`src/rtl/id_decode_queue.sv`:
```
// id_decode_queue: RV32I decode stage with a DEPTH-entry FIFO sitting between
// fetch and execute. Every instruction is decoded as it is pushed, and the
// decoded record is stored. The head entry drives the out_* fields.
//
// Optional build macro: ID_ILLEGAL_CHECK_EN. When it is defined, out_illegal
// flags unrecognised or malformed encodings. When it is not defined,
// out_illegal is tied to 0.
module id_decode_queue #(
    parameter int DEPTH = 4,
    parameter int PC_W  = 32
) (
    input  logic                       clk,
    input  logic                       rst_n,
    input  logic                       flush_i,
    input  logic                       in_valid,
    output logic                       in_ready,
    input  logic [31:0]                in_instr,
    input  logic [PC_W-1:0]            in_pc,
    output logic                       out_valid,
    input  logic                       out_ready,
    output logic [PC_W-1:0]            out_pc,
    output logic [6:0]                 out_opcode,
    output logic [4:0]                 out_rd,
    output logic [4:0]                 out_rs1,
    output logic [4:0]                 out_rs2,
    output logic [2:0]                 out_funct3,
    output logic [6:0]                 out_funct7,
    output logic [31:0]                out_imm,
    output logic [2:0]                 out_fmt,
    output logic                       out_illegal,
    output logic [$clog2(DEPTH+1)-1:0] count
);

    localparam int PTR_W   = $clog2(DEPTH);
    localparam int CNT_W   = $clog2(DEPTH+1);
    // Each entry holds pc, opcode, rd, rs1, rs2, funct3, funct7, imm, fmt
    // and illegal.
    localparam int ENTRY_W = PC_W + 7 + 5 + 5 + 5 + 3 + 7 + 32 + 3 + 1;

    localparam logic [2:0] FMT_R    = 3'd0;
    localparam logic [2:0] FMT_I    = 3'd1;
    localparam logic [2:0] FMT_S    = 3'd2;
    localparam logic [2:0] FMT_B    = 3'd3;
    localparam logic [2:0] FMT_U    = 3'd4;
    localparam logic [2:0] FMT_J    = 3'd5;
    localparam logic [2:0] FMT_NONE = 3'd7;

    localparam logic [6:0] OP_REG   = 7'b0110011;
    localparam logic [6:0] OP_IMM   = 7'b0010011;
    localparam logic [6:0] OP_LOAD  = 7'b0000011;
    localparam logic [6:0] OP_JALR  = 7'b1100111;
    localparam logic [6:0] OP_SYS   = 7'b1110011;
    localparam logic [6:0] OP_STORE = 7'b0100011;
    localparam logic [6:0] OP_BR    = 7'b1100011;
    localparam logic [6:0] OP_LUI   = 7'b0110111;
    localparam logic [6:0] OP_AUIPC = 7'b0010111;
    localparam logic [6:0] OP_JAL   = 7'b1101111;

    // ------------------------------------------------------------------
    // Decode of the incoming instruction
    // ------------------------------------------------------------------
    logic [6:0]  opcode;
    logic [2:0]  d_fmt;
    logic [4:0]  d_rd;
    logic [4:0]  d_rs1;
    logic [4:0]  d_rs2;
    logic [2:0]  d_funct3;
    logic [6:0]  d_funct7;
    logic [31:0] d_imm;
    logic        d_illegal;

    assign opcode = in_instr[6:0];

    // Classify the format and extract only the fields that format uses.
    // All other fields stay at their zero defaults.
    always_comb begin
        d_fmt    = FMT_NONE;
        d_rd     = 5'd0;
        d_rs1    = 5'd0;
        d_rs2    = 5'd0;
        d_funct3 = 3'd0;
        d_funct7 = 7'd0;
        d_imm    = 32'd0;
        case (opcode)
            OP_REG: begin
                d_fmt    = FMT_R;
                d_rd     = in_instr[11:7];
                d_rs1    = in_instr[19:15];
                d_rs2    = in_instr[24:20];
                d_funct3 = in_instr[14:12];
                d_funct7 = in_instr[31:25];
            end
            OP_IMM, OP_LOAD, OP_JALR, OP_SYS: begin
                d_fmt    = FMT_I;
                d_rd     = in_instr[11:7];
                d_rs1    = in_instr[19:15];
                d_funct3 = in_instr[14:12];
                d_imm    = {{20{in_instr[31]}}, in_instr[31:20]};
            end
            OP_STORE: begin
                d_fmt    = FMT_S;
                d_rs1    = in_instr[19:15];
                d_rs2    = in_instr[24:20];
                d_funct3 = in_instr[14:12];
                d_imm    = {{20{in_instr[31]}}, in_instr[31:25], in_instr[11:7]};
            end
            OP_BR: begin
                d_fmt    = FMT_B;
                d_rs1    = in_instr[19:15];
                d_rs2    = in_instr[24:20];
                d_funct3 = in_instr[14:12];
                d_imm    = {{19{in_instr[31]}}, in_instr[31], in_instr[7],
                            in_instr[30:25], in_instr[11:8], 1'b0};
            end
            OP_LUI, OP_AUIPC: begin
                d_fmt    = FMT_U;
                d_rd     = in_instr[11:7];
                d_imm    = {in_instr[31:12], 12'd0};
            end
            OP_JAL: begin
                d_fmt    = FMT_J;
                d_rd     = in_instr[11:7];
                d_imm    = {{11{in_instr[31]}}, in_instr[31], in_instr[19:12],
                            in_instr[20], in_instr[30:21], 1'b0};
            end
            default: begin
                d_fmt    = FMT_NONE;
            end
        endcase
    end

`ifdef ID_ILLEGAL_CHECK_EN
    // Flag an unknown opcode, a non-32-bit encoding, or an R-type funct7
    // outside the two values that base RV32I uses.
    always_comb begin
        d_illegal = 1'b0;
        if (d_fmt == FMT_NONE || in_instr[1:0] != 2'b11)
            d_illegal = 1'b1;
        else if (d_fmt == FMT_R && in_instr[31:25] != 7'b0000000
                 && in_instr[31:25] != 7'b0100000)
            d_illegal = 1'b1;
    end
`else
    assign d_illegal = 1'b0;
`endif

    // ------------------------------------------------------------------
    // Queue storage and control
    // ------------------------------------------------------------------
    logic [ENTRY_W-1:0] mem [DEPTH];
    logic [PTR_W-1:0]   wr_ptr;
    logic [PTR_W-1:0]   rd_ptr;
    logic [CNT_W-1:0]   cnt_q;
    logic               push;
    logic               pop;
    logic [ENTRY_W-1:0] wr_entry;

    // Ready and valid depend only on the registered count. This keeps
    // out_ready from reaching in_ready combinationally.
    assign in_ready  = (cnt_q < CNT_W'(DEPTH));
    assign out_valid = (cnt_q != '0);
    assign push      = in_valid && in_ready;
    assign pop       = out_valid && out_ready;
    assign count     = cnt_q;

    assign wr_entry = {in_pc, opcode, d_rd, d_rs1, d_rs2, d_funct3,
                       d_funct7, d_imm, d_fmt, d_illegal};

    // Entry storage. It is cleared on reset so that the head fields read
    // as 0 out of reset. A push in a flush cycle is dropped.
    always_ff @(posedge clk or negedge rst_n) begin
        if (!rst_n) begin
            for (int i = 0; i < DEPTH; i++)
                mem[i] <= '0;
        end else if (push && !flush_i) begin
            mem[wr_ptr] <= wr_entry;
        end
    end

    // Pointer and occupancy update. Flush takes priority over push and pop.
    always_ff @(posedge clk or negedge rst_n) begin
        if (!rst_n) begin
            wr_ptr <= '0;
            rd_ptr <= '0;
            cnt_q  <= '0;
        end else if (flush_i) begin
            wr_ptr <= '0;
            rd_ptr <= '0;
            cnt_q  <= '0;
        end else begin
            if (push)
                wr_ptr <= wr_ptr + PTR_W'(1);
            if (pop)
                rd_ptr <= rd_ptr + PTR_W'(1);
            case ({push, pop})
                2'b10:   cnt_q <= cnt_q + CNT_W'(1);
                2'b01:   cnt_q <= cnt_q - CNT_W'(1);
                default: cnt_q <= cnt_q;
            endcase
        end
    end

    // The head entry drives the execute-side fields. These fields stay
    // stable until the entry is popped.
    assign {out_pc, out_opcode, out_rd, out_rs1, out_rs2, out_funct3,
            out_funct7, out_imm, out_fmt, out_illegal} = mem[rd_ptr];

endmodule

```
`config.mk`:
```
export PLATFORM = sky130hd
export DESIGN_NAME = id_decode_queue
export DESIGN_NICKNAME = d
export VERILOG_FILES = /design/src/rtl/id_decode_queue.sv
export SDC_FILE = /design/constraint.sdc
export NUM_CORES = 1
export LEC_CHECK = 0
export CAP_MARGIN = 30
export CORE_MARGIN = 2
export CORE_UTILIZATION = 35
export DETAILED_ROUTE_END_ITERATION = 10
export GPL_TIMING_DRIVEN = 0
export SKIP_LAST_GASP = 1
export SLEW_MARGIN = 20
export SYNTH_ARGS = -nofsm -noshare
export SYNTH_HDL_FRONTEND = slang
export SYNTH_SLANG_ARGS = --single-unit
```
`constraint.sdc`:
```
create_clock -name clk -period 2.25 [get_ports clk]
set_input_delay 0.225 -clock clk [delete_from_list [all_inputs] [get_ports clk]]
set_output_delay 0.225 -clock clk [all_outputs]
set_load 0.01 [all_outputs]
```
==> impl_metrics.ini <==
[yosys]
synth-async-reset-ratio = 1.000
synth_area_um2 = 17960
seq_area_frac_synth = 0.5614
syn_area_per_cell_um2 = 10.70
syn_nets = 1753
post-synth-top-area-fraction = 0.5614
ys_warn_count = 0
yosys.cell_types.count = 56
synth_ff_type = dfrtp_1
synth_area_leaders = dfrtp_1 56%, nand2_1 14%, mux4_2 12%
syn_inst = 1679
synth_top_area_cell = dfrtp_1
synth_edf_count = 0
ys_ff_latch = 403

[timing]
setup_viol = 88
maxSlewHeadroom = 0.4622
period_share = 1.103
fin_ws_ns = -0.2316
max_freq_mhz = 403.0
finalSetupTns_ns = -12.90
worst_slew_pin_slew_ns = 0.8066
report.final.slew_viol_count = 0
finClkSkew_ns = 0.03068
rsz0062_at_grt = true
hold_violations = 0
fin_crit_ns = 2.482

[clock_tree]
clockBufferDepth = 3
cts_buffers = 45
cts_tree = yes
cts_num_sinks = 403
cts.clk_slew.worst_paths_ns = 0.06
cts-root-buf = clkbuf_16
worstSkewPairLatency_ns = 0.58
htreeDepth = 2

[grt]
antenna_found_initial = 5
grt_max_degree = 100
grt_pass1_wl_um = 89480
grt_pass1_vias = 14520
gr-total-overflow = 0
grt_usage = 0.2205

[run_status]
violations = setup timing
status = finished with violations

[placed_design]
placed_cell_area_um2 = 20540
dp_hpwl_um = 38150
port_buffers = 159
place_ws_ns = -0.6846
routabilityCongestion = 0.8344

[pwr]
ir_worst_vdd_uv = 648.4
power_w = 0.02646
power.density_nw_per_um2 = 1158
leakagePower_nw = 10.47

[floorplanning]
die_w_um = 230.6
rows = 83
coreArea_um2 = 50990
die_h_um = 230.6
ios = 174
die_area_um2 = 53150
initial_core_util = 0.3523

[routing]
via_per_inst = 5.386
totalWireLength_um = 58070
dr.pass1.iters = 6
drt-wirelength-per-cell_um = 22.04
postRouteAntennaNets = 0
dr.first_iter.drc_count = 1396
vias = 14190
drc_errors = 0

[worst_hold_path]
hold_end = mem[45]
hold_path.class = input pin to register
hold_start = in_instr[14]
holdPathStages = 2

[critical_path]
reg2reg_setup_slack_ns = 0.11
r2r_start = wr_ptr[0]
crit_fanout = 9
start_kind = register
crit_type = register to output port
required_ns = 2.03
r2r_end = mem[367]
cp-end-kind = output port
reg2reg_depth = 7
crit_arrival_ns = 2.26

[layout]
final_util = 0.4479
num-fill-cells = 4696
stdcell_area_um2 = 22840
nNetsFinal = 1996
areaGrowthSynthToFinish_pct = 27.14
post_route_cells_drive_above_1_share = 0.2027

[job]
cap_violations = 0
per-layer routing:
layer	vias to the layer above	track usage	share of wire
met1	7249	0.3027	0.42
met3	103	0.05348	0.081
met4	8	0.07117	0.027
li1	6262	-	-
met2	571	0.3451	0.47
met5	-	0	0.00090
state kept, by name, summed over array words and instances, names as in the netlist:
signal  flops
count       3
rd_ptr      2
mem       396
wr_ptr      2
stage by stage:
stage,std cells,hold WS [ns]
3_3_place_gp,2518,0.4520
5_1_grt,2634,0.1216
3_5_place_dp,2523,0.1504
4_1_cts,2629,0.08395
2_1_floorplan,1679,-0.07059
6_report,2635,0.1042
cells by family (layout without fill, tap and decap cells):
| kind of cell | after synthesis | count (layout) | share of synthesized area |
|---|---|---|---|
| simple gates | 761 | 761 | 0.1681 |
| flops | 403 | 403 | 0.5614 |
| compound gates | 267 | 267 | 0.1037 |
| buf+inv | 134 | 409 | 0.03357 |
| mux | 104 | 104 | 0.1272 |
| fa+ha+maj | 5 | 5 | 0.003901 |
| xor+xnor | 4 | 4 | 0.001951 |
| other cells | 1 | 2 | 0.0002088 |
worst max path at each step:
stage | from | endpoint | slack, ns
floorplan | count[2] | count[2] | 0.31
global placement | rst_n | mem[182] | -16.40
detailed placement | rd_ptr[0] | out_imm[10] | -0.68
CTS | rd_ptr[0] | out_imm[29] | -0.26
global route | rd_ptr[0] | out_imm[23] | -0.26
finish | rd_ptr[0] | out_imm[29] | -0.23
final cells by class:
class	count	area (µm²)	area share
clock inverters	10	135.1	0.005917
inverters	5	18.77	0.0008217
flip-flops and latches	403	10090	0.4419
clock buffers	69	1379	0.06037
plain buffers	127	819.5	0.03588
diodes	1	2.502	0.0001096
well taps	680	850.8	0.03725
repair buffers	198	2240	0.09806
multi-input cells	1142	7302	0.3197
critical path, cell delays in order, from the launching register on:
cell and delay [ns]:
dfrtp_2 0.43, clkbuf_16 0.24, buf_16 0.15, mux4_2 0.54
dlygate4sd2_1 0.31
report_power, final:
| group | total (W) | switching, W | internal (W) |
|---|---|---|---|
| Clock | 0.00759 | 0.00304 | 0.00455 |
| Sequential | 0.0100 | 0.000985 | 0.00906 |
| Combinational | 0.00882 | 0.00420 | 0.00462 |
| Total | 0.0265 | 0.00822 | 0.0182 |
cell usage after synthesis (all sizes together), types with 3 or more instances:
library cell and number:
o31ai 6, o211ai 48, and3 4, mux4 99, nor3 5, nor2 45, a221o 32, xnor2 3
clkbuf 52, nand3b 3, inv 4, a21oi 10, o21ai 112, mux2 4, and2 5, buf 77
ha 4, dfrtp 403, a22o 32, nand2 681, a31oi 18
what timing repair did:
action                                  CTS  global route
pin swaps                                 1             2
buffers inserted                         18             8
endpoints found under the setup margin  207           262
endpoints found under the hold margin   135             0
gates resized for setup                 432            69
hold buffers                              4             0
gates cloned                              7             3
cell usage in the layout, fill, tap and decap left out, types with 5 or more instances in the layout:
master	synthesis	routed
clkbuf_4	0	6
buf_16	0	8
dfrtp_1	403	399
buf_6	0	64
dlygate4sd2_1	0	27
o31ai_1	5	5
clkdlybuf4s50_1	0	59
clkbuf_1	48	36
o21ai_1	12	12
a31oi_1	18	18
clkbuf_8	0	13
a221o_1	32	32
o21ai_0	100	100
nor2_1	40	40
nand2_1	677	677
clkbuf_2	4	28
buf_2	46	38
mux4_2	99	99
buf_1	21	12
buf_4	10	25
o211ai_1	48	48
and2_1	5	5
a22o_1	32	32
a21oi_1	6	6
clkbuf_16	0	53
buf_12	0	16
Note: power is estimated with default switching activity, not from simulation.
==> variant 1: new RTL, same settings <==
Put one more register stage on the output `count`, cleared by the reset. The value now appears one clock later. The other outputs are not delayed to match. Comments in the files are not updated.
--- a/src/rtl/id_decode_queue.sv
+++ b/src/rtl/id_decode_queue.sv
@@ -161,7 +161,13 @@
     assign out_valid = (cnt_q != '0);
     assign push      = in_valid && in_ready;
     assign pop       = out_valid && out_ready;
-    assign count     = cnt_q;
+    always_ff @(posedge clk or negedge rst_n) begin
+        if (!rst_n) begin
+            count <= '0;
+        end else begin
+            count <= cnt_q;
+        end
+    end
 
     assign wr_entry = {in_pc, opcode, d_rd, d_rs1, d_rs2, d_funct3,
                        d_funct7, d_imm, d_fmt, d_illegal};
Formal check against the unedited RTL: not equivalent (a bounded check fails within 4 cycles, from zero or initial values and one cycle with rst_n low).
==> variant 1 against the unedited design <==
  * The run still ends with setup timing left
  * Count of clock-buffer cells in the layout down 1
  * Clock skew down 12 ps
  * Synthesized cell count down 1.4%
  * Combinational power up 5.6%
  * Worst setup slack worse by 32 ps
  * Clock power down 7.0%
  * Total power up 0.56%
  * Core utilization up 0.22 points
  * Final area up 0.71%
  * Wire length up 1.8%
  * Area after synthesis up 0.17%
  * Sequential cell count up 3
==> variant 1: results (changes against the unedited design) <==
Route
  • Top layer in use: met4 (was met5)
  • 1st-iter DRT viols: 1357 (was 1396)

Synthesis
  • Post-Syn Nets: 1729 (was 1753)
  • Top post-synthesis cells by count: 637 x nand2_1, 406 x dfrtp_1, 130 x o21ai_0 (was 677 x nand2_1, 403 x dfrtp_1, 100 x o21ai_0)
  • Post-synthesis sequential area ratio: 0.565 (was 0.561)
  • Mux share of post-synthesis cell area: 0.125 (was 0.127)
  • Cell variety after synth: 58 (was 56)
  • Post-synthesis compound-gate area fraction: 0.113 (was 0.104)

Cells and area
  • Fillers: 4729 (was 4696)
  • Final cell count without fillers: 2650 (was 2635)
  • Share of cells above drive strength 1: 0.213 (was 0.203)

Setup path
  • R2R cell count: 8 (was 7)
  • Setup slack, reg-to-reg: 90 ps (was 110 ps)
  • Reg-to-Reg Start: cnt_q[2] (was wr_ptr[0])
  • Worst Path Max Fanout: 6 (was 9)

STA
  • Final setup viols: 97 (was 88)
  • Clock skew: 18.9 ps (was 30.7 ps)
  • WHS: 209 ps (was 104 ps)
  • Fin worst setup slack: -264 ps (was -232 ps)

Global routing
  • Met2 Use GR: 0.347 (was 0.345)
  • First-pass GRT wire length: 88600 µm (was 89500 µm)
  • Initial antenna violation count: 1 (was 5)
  • Grt met1 use: 0.301 (was 0.303)
  • Vias in the first global route: 14500 (about the same)

Status
  • Status: finished, violations left (unchanged)
  • Failing checks: setup timing (unchanged)

Power
  • Total Power: 26.6 mW (was 26.5 mW)

Place
  • Buffers added on ports: 170 (was 159)
==> variant 1: changes by cell type after synthesis, moves of 11 or more <==
cell,unedited run,this run
nand2_1,677,637
o22a_1,0,33
a221o_1,32,0
o21ai_0,100,130
nor2_1,40,18
buf_1,21,1
clkbuf_1,48,63
a32o_1,0,14
o21ai_1,12,1
==> variant 1: timing repair <==
action                                  in CTS  in global routing
hold buffers                                 2                  0
endpoints found under the setup margin     339                249
cloned                                       0                  4
setup buffers                               24                 38
hold endpoints to repair                    72                  0
pin swaps                                    1                  0
resized for setup                          295                215
==> variant 1: final cells by class <==
type                    instances  share of cell area
inverters                       8             0.00131
plain buffers                 115              0.0326
diodes                          1            0.000109
well taps                     680              0.0370
clock buffers                  68              0.0566
repair buffers                243               0.111
clock inverters                 7             0.00261
flip-flops and latches        406               0.442
multi-input cells            1122               0.317
==> variant 1: metrics by stage <==
stage	setup WS, ps	TNS [ps]
global placement	-16640	-6910630
floorplan	331	0
detailed placement	-675	-167380
global route	-351	-21270
CTS	-376	-24430
finish	-264	-14020
==> variant 2: new RTL, config.mk and constraints unchanged <==
Made on the original files. The parameter `PC_W` goes from 32 to 28.
--- a/src/rtl/id_decode_queue.sv
+++ b/src/rtl/id_decode_queue.sv
@@ -7,7 +7,7 @@
 // out_illegal is tied to 0.
 module id_decode_queue #(
     parameter int DEPTH = 4,
-    parameter int PC_W  = 32
+    parameter int PC_W  = 28
 ) (
     input  logic                       clk,
     input  logic                       rst_n,
Interface: changed (resized in_pc and out_pc); port bits go from 174 to 166. No check against the original RTL was run, so the function may have changed too.
==> variant 2 against the unedited design <==
  * The flow still finishes with violations (setup timing)
  * Clock skew shrank 15 ps
  * Wire length shrank 4.2%
  * Synthesized cell count shrank 4.3%
  * Total power shrank 2.9%
  * Worst setup slack gained 42 ps
  * Core utilization grew 0.58 points
  * Area after synthesis shrank 2.7%
  * Worst hold slack lost 2.0 ps
  * Count of clock-buffer cells in the layout shrank 2
  * Final area shrank 2.4%
  * Die area shrank 2.7%
  * Sequential cell count shrank 16
==> variant 2: results (changes against the unedited design) <==
Status
  • Status: finished, violations left (unchanged)
  • Failing checks: setup timing (unchanged)

Synthesis
  • Post-synthesis sequential area ratio: 0.554 (was 0.561)
  • Post-Syn Nets: 1677 (was 1753)
  • Top post-synthesis cells by count: 629 x nand2_1, 387 x dfrtp_1, 102 x o21ai_0 (was 677 x nand2_1, 403 x dfrtp_1, 100 x o21ai_0)
  • Area contributors post-synth: dfrtp_1 55%, nand2_1 14%, mux4_2 12% (was dfrtp_1 56%, nand2_1 14%, mux4_2 12%)

Global routing
  • Largest net degree at the start of global routing: 98 (was 100)
  • Grt met1 use: 0.298 (was 0.303)
  • Vias in the first global route: 14100 (was 14500)
  • Met2 Use GR: 0.346 (was 0.345)
  • GRT met3 Usage: 0.0555 (was 0.0535)

Place
  • Post-DP Area: 19900 µm² (was 20500 µm²)
  • HPWL Detailed: 36600 µm (was 38200 µm)
  • Dpl ws: -819 ps (was -685 ps)
  • Buffers added on ports: 151 (was 159)
  • Placed Cells: 2426 (was 2523)
  • Final GP Congestion: 0.837 (was 0.834)

Power
  • Total Power: 25.7 mW (was 26.5 mW)
  • LEAKAGE: 10.1 nW (was 10.5 nW)
  • VDD IR max: 0.733 mV (was 0.648 mV)
  • Comb. pwr: 8.79 mW (was 8.82 mW)
  • Seq group: 9.55 mW (was 10.0 mW)
  • Power Internal: 17.7 mW (was 18.2 mW)

Hold path
  • Hold_sp: in_instr[18] (was in_instr[14])
  • Hold endpoint: mem[342] (was mem[45])

Cells and area
  • Max reg flops: 380 (was 396)
  • Final cell count without fillers: 2549 (was 2635)
  • Fillers: 4567 (was 4696)
  • Share of cells above drive strength 1: 0.228 (was 0.203)

STA
  • Clock skew: 15.4 ps (was 30.7 ps)
  • Rel. slew slack: 0.459 (was 0.462)
  • WHS: 102 ps (was 104 ps)
  • Fin worst setup slack: -189 ps (was -232 ps)
  • Final setup viols: 93 (was 88)

Clock network
  • TritonCTS buffer count: 44 (was 45)

Setup path
  • R2R cell count: 6 (was 7)
  • Worst R2R End: mem[102] (was mem[367])
  • Worst Path Max Fanout: 6 (was 9)
  • Arr. time, crit path: 2210 ps (was 2260 ps)

Route
  • Via density: 5.34 (was 5.39)
  • Drt total wl: 55600 µm (was 58100 µm)
  • WL met3: 4220 µm (was 4720 µm)
  • Met2 WL: 26200 µm (was 27300 µm)
  • DRT met1 WL: 23600 µm (was 24400 µm)
  • 1st-iter DRT viols: 1245 (was 1396)
## variant 2: cell types whose count changed after synthesis, moves of 4 or more
cell / unedited run / this run
dfrtp_1: 403 / 387
mux4_2: 99 / 95
nand2_1: 677 / 629
clkbuf_1: 48 / 32
buf_4: 10 / 14
clkbuf_2: 4 / 0
buf_6: 0 / 19
buf_1: 21 / 11
## variant 2: final cells by class
type	count	area (µm²)	share of cell area
Multi-Input combinational cell	1090	7050	0.316
Buffer	124	920	0.0412
Sequential cell	387	9690	0.434
Clock buffer	67	1310	0.0586
Inverter	5	18.8	0.000842
Clock inverter	13	174	0.00780
Antenna cell	3	7.51	0.000337
Timing Repair Buffer	196	2310	0.104
Tap cell	664	831	0.0373
## variant 2: kinds of logic (layout without fill, tap and decap cells)
kind of cell	Yosys count	after routing	synth area share
AO/OA/AOI/OAI	267	267	0.108
XOR/XNOR	4	4	0.00201
adder cells (fa/ha/maj)	5	5	0.00401
buffers and inverters	130	405	0.0426
flip-flops	387	387	0.554
multiplexers	100	100	0.126
other	1	4	0.000215
AND/OR/NAND/NOR	713	713	0.164
## variant 2: how the worst max path moves through the flow
stage / end / slack, ps / cells past startpoint
final: out_pc[16] / -190 / 6
after global routing: out_pc[3] / -240 / 6
after detailed placement: out_rd[0] / -820 / 5
after CTS: out_pc[2] / -220 / 6
after global placement: mem[178] / -15730 / 1
after floorplan: count[2] / 310 / 6
## variant 2: what timing repair did
action,CTS,global route
cloned,8,0
hold buffers,4,0
setup buffers,25,9
endpoints found under the hold margin,223,0
gates resized for setup,521,59
pin swaps,0,1
setup endpoints to repair,96,97
